$ cat src/rtl/t07_tft_arbiter.sv
// Two-requester round-robin arbiter in front of the t07_spitft engine.
// Holds wi/address/data until ack, aborts hung transfers, then enforces an idle gap.
module t07_tft_arbiter #(
  parameter int TIMEOUT_CYCLES = 1024,
  parameter int GAP_CYCLES     = 4
) (
  input  logic        clk,
  input  logic        rst,
  input  logic        req0,
  input  logic [31:0] addr0,
  input  logic [31:0] data0,
  output logic        done0,
  output logic        err0,
  input  logic        req1,
  input  logic [31:0] addr1,
  input  logic [31:0] data1,
  output logic        done1,
  output logic        err1,
  output logic        spi_wi,
  output logic [31:0] spi_address,
  output logic [31:0] spi_data,
  input  logic        spi_ack,
  output logic [1:0]  grant,
  output logic        busy
);

  localparam int TW = $clog2(TIMEOUT_CYCLES);
  localparam int GW = (GAP_CYCLES > 1) ? $clog2(GAP_CYCLES) : 1;
  localparam logic [TW-1:0] T_LAST = TW'(TIMEOUT_CYCLES - 1);
  localparam logic [GW-1:0] G_LAST = GW'(GAP_CYCLES - 1);

  typedef enum logic [1:0] {
    IDLE   = 2'd0,
    ACTIVE = 2'd1,
    GAP    = 2'd2
  } state_e;

  state_e        state_q, state_d;
  logic          wi_q, wi_d;
  logic [31:0]   addr_q, addr_d;
  logic [31:0]   data_q, data_d;
  logic [1:0]    grant_q, grant_d;
  logic          last_q, last_d;
  logic [1:0]    done_q, done_d;
  logic [1:0]    err_q, err_d;
  logic [TW-1:0] tcnt_q, tcnt_d;
  logic [GW-1:0] gcnt_q, gcnt_d;
  logic          busy_q, busy_d;
  logic          win_s;

  // Next-state, arbitration and output decode
  always_comb begin
    state_d = state_q;
    wi_d    = wi_q;
    addr_d  = addr_q;
    data_d  = data_q;
    grant_d = grant_q;
    last_d  = last_q;
    done_d  = 2'b00;
    err_d   = 2'b00;
    tcnt_d  = tcnt_q;
    gcnt_d  = gcnt_q;
    win_s   = 1'b0;

    // On a tie the requester that did not win last time takes the engine
    if (req0 && req1) begin
      win_s = ~last_q;
    end else if (req1) begin
      win_s = 1'b1;
    end else begin
      win_s = 1'b0;
    end

    case (state_q)
      IDLE: begin
        if (req0 || req1) begin
          state_d = ACTIVE;
          wi_d    = 1'b1;
          addr_d  = win_s ? addr1 : addr0;
          data_d  = win_s ? data1 : data0;
          grant_d = win_s ? 2'b10 : 2'b01;
          last_d  = win_s;
          tcnt_d  = {TW{1'b0}};
        end else begin
          state_d = IDLE;
        end
      end
      ACTIVE: begin
        // The one-hot grant doubles as the done/err pulse vector for the owner
        if (spi_ack) begin
          state_d = GAP;
          wi_d    = 1'b0;
          grant_d = 2'b00;
          done_d  = grant_q;
          gcnt_d  = {GW{1'b0}};
        end else if (tcnt_q == T_LAST) begin
          state_d = GAP;
          wi_d    = 1'b0;
          grant_d = 2'b00;
          err_d   = grant_q;
          gcnt_d  = {GW{1'b0}};
        end else begin
          tcnt_d  = tcnt_q + TW'(1);
        end
      end
      GAP: begin
        if (gcnt_q == G_LAST) begin
          state_d = IDLE;
        end else begin
          gcnt_d  = gcnt_q + GW'(1);
        end
      end
      default: begin
        state_d = IDLE;
        wi_d    = 1'b0;
        grant_d = 2'b00;
      end
    endcase

    busy_d = (state_d != IDLE);
  end

  // State and output registers with synchronous reset
  always_ff @(posedge clk) begin
    if (rst) begin
      state_q <= IDLE;
      wi_q    <= 1'b0;
      addr_q  <= 32'd0;
      data_q  <= 32'd0;
      grant_q <= 2'b00;
      last_q  <= 1'b1;
      done_q  <= 2'b00;
      err_q   <= 2'b00;
      tcnt_q  <= {TW{1'b0}};
      gcnt_q  <= {GW{1'b0}};
      busy_q  <= 1'b0;
    end else begin
      state_q <= state_d;
      wi_q    <= wi_d;
      addr_q  <= addr_d;
      data_q  <= data_d;
      grant_q <= grant_d;
      last_q  <= last_d;
      done_q  <= done_d;
      err_q   <= err_d;
      tcnt_q  <= tcnt_d;
      gcnt_q  <= gcnt_d;
      busy_q  <= busy_d;
    end
  end

  assign spi_wi      = wi_q;
  assign spi_address = addr_q;
  assign spi_data    = data_q;
  assign grant       = grant_q;
  assign busy        = busy_q;
  assign done0       = done_q[0];
  assign done1       = done_q[1];
  assign err0        = err_q[0];
  assign err1        = err_q[1];

endmodule
$ cat config.mk
export PLATFORM = sky130hd
export DESIGN_NAME = t07_tft_arbiter
export DESIGN_NICKNAME = d
export VERILOG_FILES = /design/src/rtl/t07_tft_arbiter.sv
export SDC_FILE = /design/constraint.sdc
export NUM_CORES = 1
export LEC_CHECK = 0
export CAP_MARGIN = 5
export CORE_ASPECT_RATIO = 0.8
export CORE_MARGIN = 2
export CORE_UTILIZATION = 30
export CTS_CLUSTER_SIZE = 12
export DETAILED_ROUTE_END_ITERATION = 8
export GPL_ROUTABILITY_DRIVEN = 0
export SYNTH_ARGS = -nofsm -noshare
export SYNTH_HDL_FRONTEND = slang
export SYNTH_SLANG_ARGS = --single-unit
$ cat constraint.sdc
create_clock -name clk -period 2.32 [get_ports clk]
set_input_delay 0.348 -clock clk [delete_from_list [all_inputs] [get_ports clk]]
set_output_delay 0.348 -clock clk [all_outputs]
set_load 0.1 [all_outputs]
==> results of run 1 <==
registers in the layout (all words and copies together) (netlist names):
| name | count |
|---|---|
| gcnt_q | 2 |
| busy | 1 |
| spi_data | 32 |
| state_q | 2 |
| grant | 2 |
| spi_wi | 1 |
| spi_address | 32 |
| err_q | 2 |
| tcnt_q | 10 |
| done_q | 2 |
| last_q | 1 |
layout by cell type (no fill, tap or decap), drive strengths merged, types with 2 or more instances in the layout:
cell type	n
a211oi	64
a21boi	2
a21oi	16
buf	79
clkbuf	12
clkdlybuf4s50	131
clkinvlp	2
dfxtp	87
ha	2
inv	5
mux2i	64
nand2	7
nand2b	3
nand3	11
nand4	6
nor2	70
nor3b	2
nor4	2
o2111ai	2
o211ai	3
o21ai	7
o31ai	3
or2	3
or3	5
stage by stage:
stage | utilization | instance area (um2)
after global routing | 0.501 | 6180
final | 0.501 | 6180
after global placement | 0.476 | 5870
after floorplan | - | 3850
after detailed placement | 0.476 | 5870
after CTS | 0.501 | 6180
where the power goes:
group | switching [mW] | internal, mW | leakage, nW
registers | 0.0902 | 1.66 | 0.720
clock network | 0.573 | 0.895 | 0.145
logic | 1.51 | 0.597 | 1.57
cell families after synthesis:
logic type,after synthesis
and+or+nand+nor,116
AOI/OAI and AO/OA,104
muxes,64
DFF,87
adders and majority gates,2
xor gates and xnor gates,1
buffers and inverters,37
cell type report:
type                            count  area, um2
Sequential cell                    87       1740
Clock buffer                       12        256
Multi-Input combinational cell    287       1960
Clock inverter                      4       53.8
Inverter                            5       18.8
Tap cell                          171        214
Timing Repair Buffer              210       1940
Fill cell                        1164       6160
routing by layer:
layer	vias to the layer above	routed length, um	GRT usage
li1	1908	-	-
met1	1621	4900	0.204
met2	144	4970	0.251
met3	11	1050	0.0584
met4	0	112	0.0418
met5	-	0	0
worst max-delay path by stage:
stage | endpoint | slack, ns | depth (start not counted)
after global placement | tcnt_q[9] | 0.18 | 5
after global routing | tcnt_q[9] | 0.35 | 4
after floorplan | tcnt_q[9] | 0.68 | 5
after CTS | tcnt_q[9] | 0.46 | 4
final | tcnt_q[9] | 0.45 | 4
after detailed placement | tcnt_q[9] | 0.16 | 5
cell usage after synthesis, types with 2 or more instances:
cell type,instances
dfxtp_1,87
nor2_1,70
a211oi_1,64
mux2i_1,64
buf_2,18
a21oi_1,16
clkbuf_1,13
nand3_1,11
nand2_1,7
nand4_1,6
o21ai_0,6
inv_1,5
or3_1,5
nand2b_1,3
o211ai_1,3
o31ai_1,3
or2_2,3
ha_1,2
nor3b_1,2
nor4_1,2
o2111ai_1,2
worst max-delay path: cells and delay by family, from the launching register on:
family | cells | cell delay (ns)
flops | 1 | 0.48
compound gates | 2 | 0.49
simple gates | 2 | 0.82
==> flow_summary.json, run 1 <==
{
  "power.density_mw_per_mm2": 861,
  "synth-seq-cells": 87,
  "cts_buffers": 9,
  "worstHoldStart": "rst",
  "clk_latency_ns": 0.33,
  "cts_hold_buf": 0,
  "routedWlPerCell_um": 14.2,
  "ys_seq_area_frac": 0.453,
  "worst_pin_slew_ns": 0.785,
  "skew_ns": 0.00737,
  "async_reset_ff_frac": 0,
  "syn_area_per_cell_um2": 9.36,
  "cp_slowest_stage_delay_ns": 0.48,
  "ys.flop_type": "dfxtp_1",
  "dp.cells": 760,
  "endpoint_kind": "flip-flop",
  "syn_inst": 411,
  "outcome": "completed",
  "drt_iter0_drc": 108,
  "fin_crit_ns": 1.87,
  "ios": 205,
  "synth_top_family_by_area": "compound AO/OA/AOI/OAI gates",
  "power.total_mw": 5.32,
  "grt_max_degree": 91,
  "syn_area_mm2": 0.00385,
  "worst_hold_path_type": "in2reg",
  "first_pass_iters": 4,
  "yosysWarningCount": 0,
  "fin_setup_tns_ns": 0,
  "r2r_cells": 4,
  "required_ns": 2.57,
  "first_global_vias": 3467,
  "synthSimpleGateAreaFrac": 0.138,
  "drive_above_1_share": 0.167,
  "grt_setup_unrepaired": "false",
  "cts-root-buf": "clkbuf_16",
  "syn_nets": 546,
  "num_vias": 3684,
  "rrSetupSlack_ns": 0.45,
  "syn_to_final_growth_pct": 60.6,
  "synthAdderAreaFrac": 0.00650,
  "finalSetupViolations": 0,
  "cp_max_fo": 10,
  "finalNetCount": 735,
  "pre_cts_slack_ns": 0.165,
  "setup_ws_ns": 0.445,
  "initial_core_util": 0.312,
  "critPathArrivalTime_ns": 2.13,
  "placementRows": 36,
  "grt-ovfl-total": 0,
  "hold_end": "last_q",
  "synth.area.top_cells": "dfxtp_1 (45%), mux2i_1 (17%), a211oi_1 (12%)",
  "reg2reg_from": "state_q[0]",
  "muxShareOfSynthArea": 0.166,
  "grt_pass1_wl_um": 17300,
  "synth_xor_area_frac": 0.00228,
  "r2r-end": "tcnt_q[9]",
  "fin_crit_sh": 0.808,
  "diodes": 0,
  "max_freq_mhz": 533,
  "route.detailed.drc": 0,
  "finalHoldViolCount": 0,
  "path_cells": "or3b_4 > a311o_1 > or3_1 > a21oi_1",
  "final_max_slew_viol_count": 0,
  "hpwl_um": 8200,
  "synth_compound_area_frac": 0.191,
  "cap_viol_max_count": 0,
  "p_leak_nw": 2.43,
  "hold_slack_ns": 0.354,
  "htree_levels": 3,
  "hold_depth": 3,
  "vdd_drop_max_uv": 364,
  "path_class": "reg2reg",
  "drt_wl_total_um": 11000,
  "antenna_left": 0,
  "tritoncts": "done",
  "antenna_found_initial": 0,
  "cpMaxStageDelayCell": "dfxtp_1",
  "via_per_inst": 4.75,
  "finalNonFillerCells": 776,
  "relSlewSlack": 0.476,
  "core_area_mm2": 0.0123,
  "port_buffers": 204,
  "synth.distinct_cells": 40,
  "cts_sinks": 87,
  "cts.repair.resized": 0,
  "synth_edf_count": 0,
  "dieWidth_um": 131,
  "die_h_um": 105,
  "startpoint": "state_q[0]",
  "synth_top_area_share": 0.453,
  "cts_setup_buffers": 0,
  "cts_buffer_depth": 2,
  "yosysTopAreaCell": "dfxtp_1",
  "clk_pin_slew_worst_paths_ns": 0.06,
  "die_area_mm2": 0.0138,
  "grt_usage": 0.159,
  "crit_path_start_kind": "flip-flop"
}
Note: power is estimated with default switching activity, not from simulation.
==> inputs of run 2 (changes only) <==
==> constraint.sdc (replaced) <==
create_clock -name clk -period 1.89 [get_ports clk]
set_input_delay 0.2835 -clock clk [delete_from_list [all_inputs] [get_ports clk]]
set_output_delay 0.2835 -clock clk [all_outputs]
set_load 0.1 [all_outputs]
==> flow_summary.json, run 2 (synthesis gave the netlist of run 1 again) <==
{
  "setup_ws_ns": 0.172,
  "syn_to_final_growth_pct": 63.4,
  "hold_slack_ns": 0.348,
  "final_max_slew_viol_count": 0,
  "seq_area_mm2": 0.00174,
  "placementRows": 36,
  "relSlewSlack": 0.613,
  "final_cell_mix": "clkdlybuf4s50_1 (131), dfxtp_1 (87), buf_4 (87), nor2_1 (69)",
  "clk_latency_ns": 0.33,
  "drive_above_1_share": 0.185,
  "cp_max_fo": 9,
  "port_buffers": 204,
  "power.total_mw": 6.50,
  "clk_pin_slew_worst_paths_ns": 0.06,
  "initial_core_util": 0.312,
  "finalHoldViolCount": 0,
  "fin_setup_tns_ns": 0,
  "path_class": "reg2reg",
  "grt_max_degree": 74,
  "diodes": 0,
  "required_ns": 2.15,
  "vdd_drop_max_uv": 472,
  "die_h_um": 105,
  "max_freq_mhz": 582,
  "critPathArrivalTime_ns": 1.98,
  "dp.cells": 774,
  "routedWlPerCell_um": 14.2,
  "multiInputGateArea_mm2": 0.00196,
  "cts_buffer_depth": 2,
  "finalNonFillerCells": 788,
  "htree_levels": 3,
  "core_area_mm2": 0.0123,
  "antenna_found_initial": 0,
  "grt_setup_unrepaired": "false",
  "crit_path_start_kind": "flip-flop",
  "skew_ns": 0.00789,
  "worst_hold_path_type": "in2reg",
  "fillers": 1156,
  "grt_usage": 0.161,
  "place_area_mm2": 0.00600,
  "hpwl_um": 8560,
  "fin_crit_ns": 1.72,
  "die_area_mm2": 0.0138,
  "ios": 205,
  "finalSetupViolations": 0,
  "outcome": "completed",
  "dieWidth_um": 131,
  "route.detailed.drc": 0,
  "tritoncts": "done",
  "final_common_cell": "clkdlybuf4s50_1",
  "antenna_left": 0,
  "cts_sinks": 87,
  "design_area_mm2": 0.00629,
  "via_per_inst": 4.71,
  "cap_viol_max_count": 0,
  "first_pass_iters": 4,
  "drt_wl_total_um": 11200,
  "fin_crit_sh": 0.909,
  "grt-ovfl-total": 0,
  "post-route-util": 0.509,
  "drt_iter0_drc": 124,
  "first_global_vias": 3531,
  "endpoint_kind": "flip-flop",
  "grt_pass1_wl_um": 17400,
  "num_vias": 3713,
  "cts_buffers": 9,
  "power.density_mw_per_mm2": 1030,
  "finalNetCount": 749,
  "p_leak_nw": 2.50,
  "pre_cts_slack_ns": -0.123,
  "cts-root-buf": "clkbuf_16",
  "worst_pin_slew_ns": 0.579
}
-- run 2: changes by cell type in the layout (fill, tap and decap cells not counted) --
cell and delta:
clkinv_4 -1, clkbuf_8 -1, clkinvlp_4 -1, buf_4 +12, buf_12 +2, clkbuf_1 -1, clkinv_2 +2, a21boi_0 -1
a21boi_1 +1
-- run 2: critical path, stage by stage, from the launching register on --
cell     delay, ns
dfxtp_1       0.37
or3b_4        0.43
a311o_1       0.34
or3_1         0.37
a21oi_1       0.14
-- run 2: report_power, final --
group          switching [mW]  internal [mW]
logic                    1.86          0.774
registers               0.108           2.03
clock network           0.686           1.04
total                    2.66           3.85
-- run 2: worst paths after layout --
| kind | from | endpoint | slack, ns | cells after the start |
|---|---|---|---|---|
| hold / removal | rst | last_q | 0.35 | 3 |
| setup reg to reg | state_q[1] | tcnt_q[9] | 0.17 | 4 |
| setup / recovery | state_q[1] | tcnt_q[9] | 0.17 | 4 |
| hold reg to reg | spi_wi | spi_wi | 0.49 | 2 |
-- run 2: layout make-up --
class / instances / area share
Timing Repair Buffer: 224 / 0.329
Multi-Input combinational cell: 287 / 0.311
Sequential cell: 87 / 0.277
Clock buffer: 10 / 0.0380
Tap cell: 171 / 0.0340
Clock inverter: 4 / 0.00756
Inverter: 5 / 0.00299
-- run 2: what timing repair did --
action / CTS / global route
gates resized for setup: 0 / 1
hold buffers: 0 / 0
setup buffers: 0 / 0
setup endpoints to repair: 0 / 1
-- run 2: layer usage --
metal	up-vias	part of all wire	GRT usage
met4	0	0.012	0.0502
li1	1928	-	-
met2	131	0.46	0.257
met1	1644	0.45	0.203
met3	10	0.083	0.0538
met5	-	0	0
==> inputs of run 3 (changes only) <==
--- a/config.mk
+++ b/config.mk
@@ -5,13 +5,13 @@
 export SDC_FILE = /design/constraint.sdc
 export NUM_CORES = 1
 export LEC_CHECK = 0
-export CAP_MARGIN = 5
 export CORE_ASPECT_RATIO = 0.8
 export CORE_MARGIN = 2
-export CORE_UTILIZATION = 30
+export CORE_UTILIZATION = 39
 export CTS_CLUSTER_SIZE = 12
 export DETAILED_ROUTE_END_ITERATION = 8
 export GPL_ROUTABILITY_DRIVEN = 0
+export PLACE_DENSITY = 0.8
 export SYNTH_ARGS = -nofsm -noshare
 export SYNTH_HDL_FRONTEND = slang
 export SYNTH_SLANG_ARGS = --single-unit
==> flow_summary.json, run 3 (synthesis gave the netlist of run 1 again) <==
{
  "drt_wl_total_um": 10600,
  "syn_to_final_growth_pct": 62.5,
  "grt_usage": 0.191,
  "crit_path_start_kind": "flip-flop",
  "num_vias": 3764,
  "worst_pin_slew_ns": 0.535,
  "hold_slack_ns": 0.372,
  "worst_hold_path_type": "in2reg",
  "required_ns": 2.13,
  "ios": 205,
  "drt_iter0_drc": 166,
  "antenna_left": 0,
  "htree_levels": 3,
  "first_pass_iters": 4,
  "path_cells": "buf_4 > or2_2 > nor2_4 > buf_12 > nor2_1 > a211oi_1",
  "skew_ns": 0.00933,
  "cts_setup_buffers": 0,
  "finalSetupViolations": 0,
  "path_class": "reg2reg",
  "die_h_um": 92.9,
  "first_global_vias": 3441,
  "drive_above_1_share": 0.180,
  "grt-ovfl-total": 0,
  "grt_pass1_wl_um": 16400,
  "cts_hold_buf": 0,
  "tritoncts": "done",
  "final_max_slew_viol_count": 0,
  "critPathArrivalTime_ns": 1.97,
  "power.total_mw": 6.76,
  "cts.repair.resized": 0,
  "dieWidth_um": 115,
  "cap_viol_max_count": 0,
  "diodes": 0,
  "final_common_cell": "clkdlybuf4s50_1",
  "fillers": 777,
  "core_area_mm2": 0.00961,
  "cp_max_fo": 63,
  "cts-root-buf": "clkbuf_16",
  "fin_crit_ns": 1.73,
  "power.density_mw_per_mm2": 1080,
  "final_cell_mix": "clkdlybuf4s50_1 (131), dfxtp_1 (87), buf_4 (83), nor2_1 (69)",
  "p_leak_nw": 2.51,
  "p_clk_frac": 0.294,
  "placementRows": 32,
  "finalNetCount": 746,
  "vdd_drop_max_uv": 525,
  "cp_slowest_stage_delay_ns": 0.36,
  "relSlewSlack": 0.634,
  "switching_share": 0.394,
  "endpoint_kind": "flip-flop",
  "via_per_inst": 5.12,
  "initial_core_util": 0.401,
  "cpMaxStageDelayCell": "dfxtp_1",
  "outcome": "completed",
  "hpwl_um": 8060,
  "max_freq_mhz": 579,
  "finalHoldViolCount": 0,
  "grt_setup_unrepaired": "false",
  "p_int_mw": 4.09,
  "p_comb_frac": 0.389,
  "clk_latency_ns": 0.32,
  "port_buffers": 204,
  "die_area_mm2": 0.0107,
  "antenna_found_initial": 0,
  "route.detailed.drc": 0,
  "cts_buffer_depth": 2,
  "cts_sinks": 87,
  "grt_max_degree": 74,
  "cts_buffers": 9,
  "fin_crit_sh": 0.914,
  "clk_pin_slew_worst_paths_ns": 0.06,
  "power_frac_seq": 0.317,
  "routedWlPerCell_um": 14.4,
  "switchingPower_mw": 2.66
}
## run 3: cell types whose count changed in the layout (fill, tap and decap cells not counted), sizes merged
cell and change:
clkinvlp -1, bufinv +2, buf -3, clkbuf +1, clkinv -1, inv +1
## run 3: cell type report
cell class,instances,area [um2],area share
multi-input combinational,287,1960,0.313
timing repair buffer,221,2050,0.328
sequential,87,1740,0.279
inverter,5,18.8,0.00300
clock buffer,11,233,0.0372
tap,119,149,0.0238
clock inverter,5,104,0.0166
## run 3: path summary, 6_finish.rpt
check	startpoint	endpoint	slack, ns	cells past startpoint
worst min register to register	gcnt_q[1]	gcnt_q[1]	0.47	2
worst max-delay path	state_q[0]	spi_address[11]	0.16	6
worst min-delay path	rst	last_q	0.37	4
worst max register to register	state_q[0]	spi_address[11]	0.16	6
## run 3: worst max-delay path, delay by kind of cell, from the launching register on
kind,cells,cell delay (ns)
compound gates,1,0.22
buf+inv,2,0.43
flops,1,0.36
simple gates,3,0.60
## run 3: layer usage
layer | share of wire | global-route usage | routed length, um | up-vias
met3 | 0.082 | 0.0563 | 869 | 15
met5 | 0 | 0 | 0 | -
li1 | - | - | - | 1923
met1 | 0.42 | 0.232 | 4470 | 1675
met4 | 0.016 | 0.0622 | 172 | 0
met2 | 0.48 | 0.324 | 5090 | 151
## run 3: per-stage QoR
step | cells | setup TNS, ns | util | cell area (um2) | setup slack (ns)
2_1_floorplan | 411 | 0 | - | 3850 | 0.246
3_3_place_gp | 719 | -0.268 | 0.615 | 5910 | -0.116
3_5_place_dp | 719 | -0.572 | 0.615 | 5910 | -0.116
4_1_cts | 735 | 0 | 0.650 | 6250 | 0.0570
5_1_grt | 735 | 0 | 0.651 | 6250 | 0.00738
6_report | 735 | 0 | 0.651 | 6250 | 0.163
## run 3: power groups by stage
| stage | Sequential (mW) | Combinational [mW] | Clock [mW] |
|---|---|---|---|
| 5_1_grt | 2.17 | 2.75 | 2.11 |
| 6_report | 2.14 | 2.63 | 1.99 |
| 4_1_cts | 2.14 | 2.64 | 2.02 |
| 3_5_place_dp | 2.18 | 2.63 | 0 |
| 3_3_place_gp | 2.17 | 2.61 | 0 |
| 2_1_floorplan | 3.50 | 0.556 | 0 |
